===== src/rtl/serial_deserializer.sv =====
// serial_deserializer
//   Serial-to-parallel receiver. Samples one bit per enabled edge, assembles
//   N-bit words MSB-first or LSB-first (direction latched on the first bit of
//   each word), and holds each completed word in a single-entry valid/ready
//   output buffer. A completed word that cannot be buffered is dropped and
//   raises a sticky overrun flag.
//
// Ports
//   clk_i        rising-edge clock
//   rst_ni       asynchronous active-low reset
//   clr_i        synchronous clear of partial word and overrun flag
//   ser_en_i     sample ser_in_i on this edge
//   ser_in_i     serial data bit
//   dir_i        1 = MSB-first, 0 = LSB-first (used on the first bit only)
//   out_ready_i  consumer accepts out_data_o this cycle
//   out_data_o   completed word, stable while out_valid_o = 1
//   out_valid_o  out_data_o holds an unconsumed word
//   busy_o       partial word in progress
//   overrun_o    sticky: a completed word was dropped
module serial_deserializer #(
  parameter int N = 4
) (
  input  logic         clk_i,
  input  logic         rst_ni,
  input  logic         clr_i,
  input  logic         ser_en_i,
  input  logic         ser_in_i,
  input  logic         dir_i,
  input  logic         out_ready_i,
  output logic [N-1:0] out_data_o,
  output logic         out_valid_o,
  output logic         busy_o,
  output logic         overrun_o
);

  localparam int CW = (N > 1) ? $clog2(N) : 1;
  localparam logic [CW-1:0] LAST = CW'(N - 1);

  logic [N-1:0]  sh_q, sh_d;
  logic [CW-1:0] cnt_q, cnt_d;
  logic          dir_q, dir_d;
  logic [N-1:0]  data_q, data_d;
  logic          valid_q, valid_d;
  logic          ovr_q, ovr_d;

  logic          dir_eff;
  logic [N-1:0]  sh_shift;
  logic          complete;

  // First bit of a word takes the live direction; later bits use the latch.
  assign dir_eff  = (cnt_q == '0) ? dir_i : dir_q;
  assign sh_shift = dir_eff ? {sh_q[N-2:0], ser_in_i} : {ser_in_i, sh_q[N-1:1]};
  // clr wins over a sample on the same edge, so no word can complete then.
  assign complete = ser_en_i & ~clr_i & (cnt_q == LAST);

  always_comb begin
    sh_d    = sh_q;
    cnt_d   = cnt_q;
    dir_d   = dir_q;
    data_d  = data_q;
    valid_d = valid_q;
    ovr_d   = ovr_q;

    if (clr_i) begin
      sh_d  = '0;
      cnt_d = '0;
      ovr_d = 1'b0;
    end else if (ser_en_i) begin
      sh_d  = sh_shift;
      dir_d = dir_eff;
      cnt_d = complete ? '0 : cnt_q + 1'b1;
    end

    // Holding register: a completing word may replace a word being consumed
    // on the same edge; otherwise a full buffer drops it.
    if (complete) begin
      if (!valid_q || out_ready_i) begin
        data_d  = sh_shift;
        valid_d = 1'b1;
      end else begin
        ovr_d = 1'b1;
      end
    end else if (valid_q && out_ready_i) begin
      valid_d = 1'b0;
    end
  end

  always_ff @(posedge clk_i or negedge rst_ni) begin
    if (!rst_ni) begin
      sh_q    <= '0;
      cnt_q   <= '0;
      dir_q   <= 1'b0;
      data_q  <= '0;
      valid_q <= 1'b0;
      ovr_q   <= 1'b0;
    end else begin
      sh_q    <= sh_d;
      cnt_q   <= cnt_d;
      dir_q   <= dir_d;
      data_q  <= data_d;
      valid_q <= valid_d;
      ovr_q   <= ovr_d;
    end
  end

  assign out_data_o  = data_q;
  assign out_valid_o = valid_q;
  assign overrun_o   = ovr_q;
  assign busy_o      = (cnt_q != '0);

endmodule


===== config.mk =====
export PLATFORM = sky130hd
export DESIGN_NAME = serial_deserializer
export DESIGN_NICKNAME = d
export VERILOG_FILES = /design/src/rtl/serial_deserializer.sv
export SDC_FILE = /design/constraint.sdc
export NUM_CORES = 1
export LEC_CHECK = 0
export BUFFER_PORTS_ARGS = -buffer_cell sky130_fd_sc_hd__buf_2
export CAP_MARGIN = 20
export CORE_MARGIN = 2
export CORE_UTILIZATION = 24
export CTS_BUF_LIST = sky130_fd_sc_hd__clkbuf_16
export DETAILED_ROUTE_END_ITERATION = 6
export SLEW_MARGIN = 20
export SYNTH_ARGS = -nofsm -noshare
export SYNTH_HDL_FRONTEND = slang
export SYNTH_SLANG_ARGS = --single-unit

===== constraint.sdc =====
create_clock -name clk_i -period 2.1 [get_ports clk_i]
set_input_delay 0.105 -clock clk_i [delete_from_list [all_inputs] [get_ports clk_i]]
set_output_delay 0.105 -clock clk_i [all_outputs]
set_load 0.02 [all_outputs]

==> summary.md <==
| Metric | Value |
|---|---|
| Cell area after synthesis | 626 µm² |
| Fin nets | 81 |
| CP peak stage delay | 0.40 ns |
| Critical path endpoint | out_data_o[0] |
| Worst Path Class, Setup | flop to flop |
| Startpoint types | flop |
| Yosys warnings | 0 |
| TNS Setup | 0 ns |
| Top post-synthesis cells by area | dfrtp_1 52%, mux2i_1 11%, mux2_4 4.8%, nor2_1 4.8%, inv_1 4.2% |
| Core box area | 0.00248 mm² |
| CTS Buf Count | 3 |
| Max Transition Viols Final | 0 |
| Worst r2r src | cnt_q[0] |
| Final Hold Fails | 0 |
| RSZ-0062 raised after global routing | false |
| Gates resized, CTS repair | 0 |
| Final worst-path cycle share | 84.0% |
| Mean post-synth cell area | 11.4 µm² |
| WHS | 0.182 ns |
| Clock buffer depth | 2 |
| Post-CTS setup buffers | 0 |
| WL final | 1.19 mm |
| Die area | 0.00303 mm² |
| Gr usage total | 10.3% |
| Skew final | 0.000687 ns |
| Clock sink total | 13 |
| Post-synth EDFFs | 0 |
| Delay-heaviest family, CP | multiplexers |
| Hold crit path type | primary input to flop |
| Wire per inst | 11.7 µm |
| Vias in the first global route | 456 |
| Area Overhead vs Synth | 29.4% |
| Crit path arrival time | 1.89 ns |
| Fmax | 0.567 GHz |
| Ys async rst share | 100% |
| Clk root buf | clkbuf_16 |
| Power, Total | 781 µW |
| CP Depth | 5 |
| Met1 Wirelength | 547 µm |
| Leak | 0.000406 µW |
| Critical-path cell list | inv_1 -> ha_1 -> mux2i_4 -> mux2_4 -> mux2_4 |
| DR WL met3 | 57 µm |
| Synthesized flop and latch total | 13 |
| Status | complete, no violations |
| Num rows | 18 |
| Worst slew margin | 68.8% |
| Seq/Total Area, Yosys | 52.0% |
| CP Max Fanout | 5 |
| Post-synthesis cell type count | 19 |
| Commonest cells post-synth | 13 x dfrtp_1, 8 x nor2_1, 7 x inv_1, 7 x mux2i_1, 3 x a211oi_1 |
| Antenna Nets Post-Route | 0 |
| R2R Path End | out_data_o[0] |
| Total number of vias | 439 |
| Antenna cells | 0 |
| CTS H-tree depth | 1 |
| Highest Signal Layer | met4 |
| Worst Path Buf+Inv | 1 |
| Count leader, synth | dfrtp_1 |
| Chip width | 55.1 µm |
| Synth area leader | dfrtp_1 |
| Syn nets | 64 |
| Synth Instances | 55 |
| Non-filler instance count after layout | 101 |
| CTS tree | built |
| GRT overflow | 0 |
| Most frequent CP cell | mux2_4 |
| Crit. End Element | flop |
| Slew @ Worst Pin | 0.465 ns |
| Worst R2R Setup Slack | 0.34 ns |
| Setup-violating endpoint count in the final report | 0 |
| Pwr Density | 965 mW/mm² |
| Clock slew at reported path FFs | 0.04 ns |
| I/O Pins | 14 |
| Metal2 WL | 537 µm |
| Port bufs | 13 |
| Worst R2R Path Depth | 5 |
| Max stage delay cell, worst path | dfrtp_1 |
| Crit. Startpoint | cnt_q[0] |
| Die height | 55.1 µm |
| Initial Util | 25.3% |
| Worst path required time | 2.23 ns |
| Layout cells sized above 1 | 28.2% |
| Vias per cell | 4.35 |
| Fin crit period | 1.76 ns |
| Clk_lat worst skew | 0.24 ns |
| Gpl congestion | 0.693 |
| First-pass GRT wire length | 2.08 mm |
| Initial antenna violation count | 0 |
| Drt first pass iters | 2 |
| Largest net degree at the start of global routing | 14 |
| Dpl hpwl | 862 µm |
| Placed Cells | 96 |
| DRC viols | 0 |
| Post-synth top area share | 52.0% |
| Peak supply drop | 395 µV |
| DR iter-0 viols | 3 |
| Max cap viols | 0 |
| Primary FF master, synth | dfrtp_1 |
| CTS Hold Bufs | 1 |
-- power breakdown --
part	switching [µW]	internal (µW)
combinational	74.5	55.7
sequential	17.3	279
clock	104	251
total	196	586
-- layout by cell type, fill, tap and decap left out, types with 2 or more instances in the layout --
cell type,netlist,routed
mux2i_1,7,7
mux2_4,2,2
clkbuf_16,0,3
a211oi_1,3,3
dfrtp_1,13,13
ha_1,2,2
inv_1,7,8
buf_2,0,13
nor2_1,8,8
-- cell type report --
class	count	area, µm²
multi-input cells	33	267
repair buffers	14	75.1
flip-flops and latches	13	325
well taps	30	37.5
fillers	261	1670
clock buffers	3	75.1
clock inverters	1	3.75
inverters	7	26.3
-- metal layers --
| layer | track usage, % | vias up |
|---|---|---|
| met4 | 8.54 | 0 |
| li1 | - | 216 |
| met1 | 12.3 | 209 |
| met5 | 0 | - |
| met2 | 15.1 | 9 |
| met3 | 3.23 | 5 |
-- flip-flops by register name, indices dropped and copies added, names as in the netlist --
name / flops
sh_q: 4
out_valid_o: 1
out_data_o: 4
cnt_q: 2
overrun_o: 1
dir_q: 1
-- worst reg2reg max path, delay by kind of cell (launching register included) --
family                     cells  cell delay [ns]
DFF                            1             0.40
adders and majority gates      1             0.22
buffers and inverters          1             0.07
muxes                          3             0.96
-- logic make-up (layout without fill, tap and decap cells) --
group	Yosys count	count (layout)	synth area share, %
adders and majority gates	2	2	4.00
DFF	13	13	52.0
buffers and inverters	9	25	5.40
muxes	10	10	19.6
AOI/OAI and AO/OA	9	9	9.80
and+or+nand+nor	12	12	9.20
-- through the flow --
step           utilization (%)  setup slack, ns  instance area, µm²
3_3_place_gp              29.1            0.390                 721
6_report                  32.7            0.336                 810
3_5_place_dp              29.1            0.333                 721
4_1_cts                   32.7            0.324                 810
2_1_floorplan                -            0.423                 626
5_1_grt                   32.7            0.259                 810
-- worst min path at each step --
stage / startpoint / endpoint / slack [ns] / cells past startpoint
5_1_grt: clr_i / cnt_q[0] / 0.20 / 2
3_5_place_dp: rst_ni / out_data_o[2] / 0.01 / 1
6_report: clr_i / sh_q[2] / 0.18 / 2
4_1_cts: clr_i / sh_q[1] / 0.17 / 2
3_3_place_gp: rst_ni / out_data_o[2] / 0.008 / 1
2_1_floorplan: rst_ni / cnt_q[0] / -0.19 / 0
Note: power is estimated with default switching activity, not from simulation.
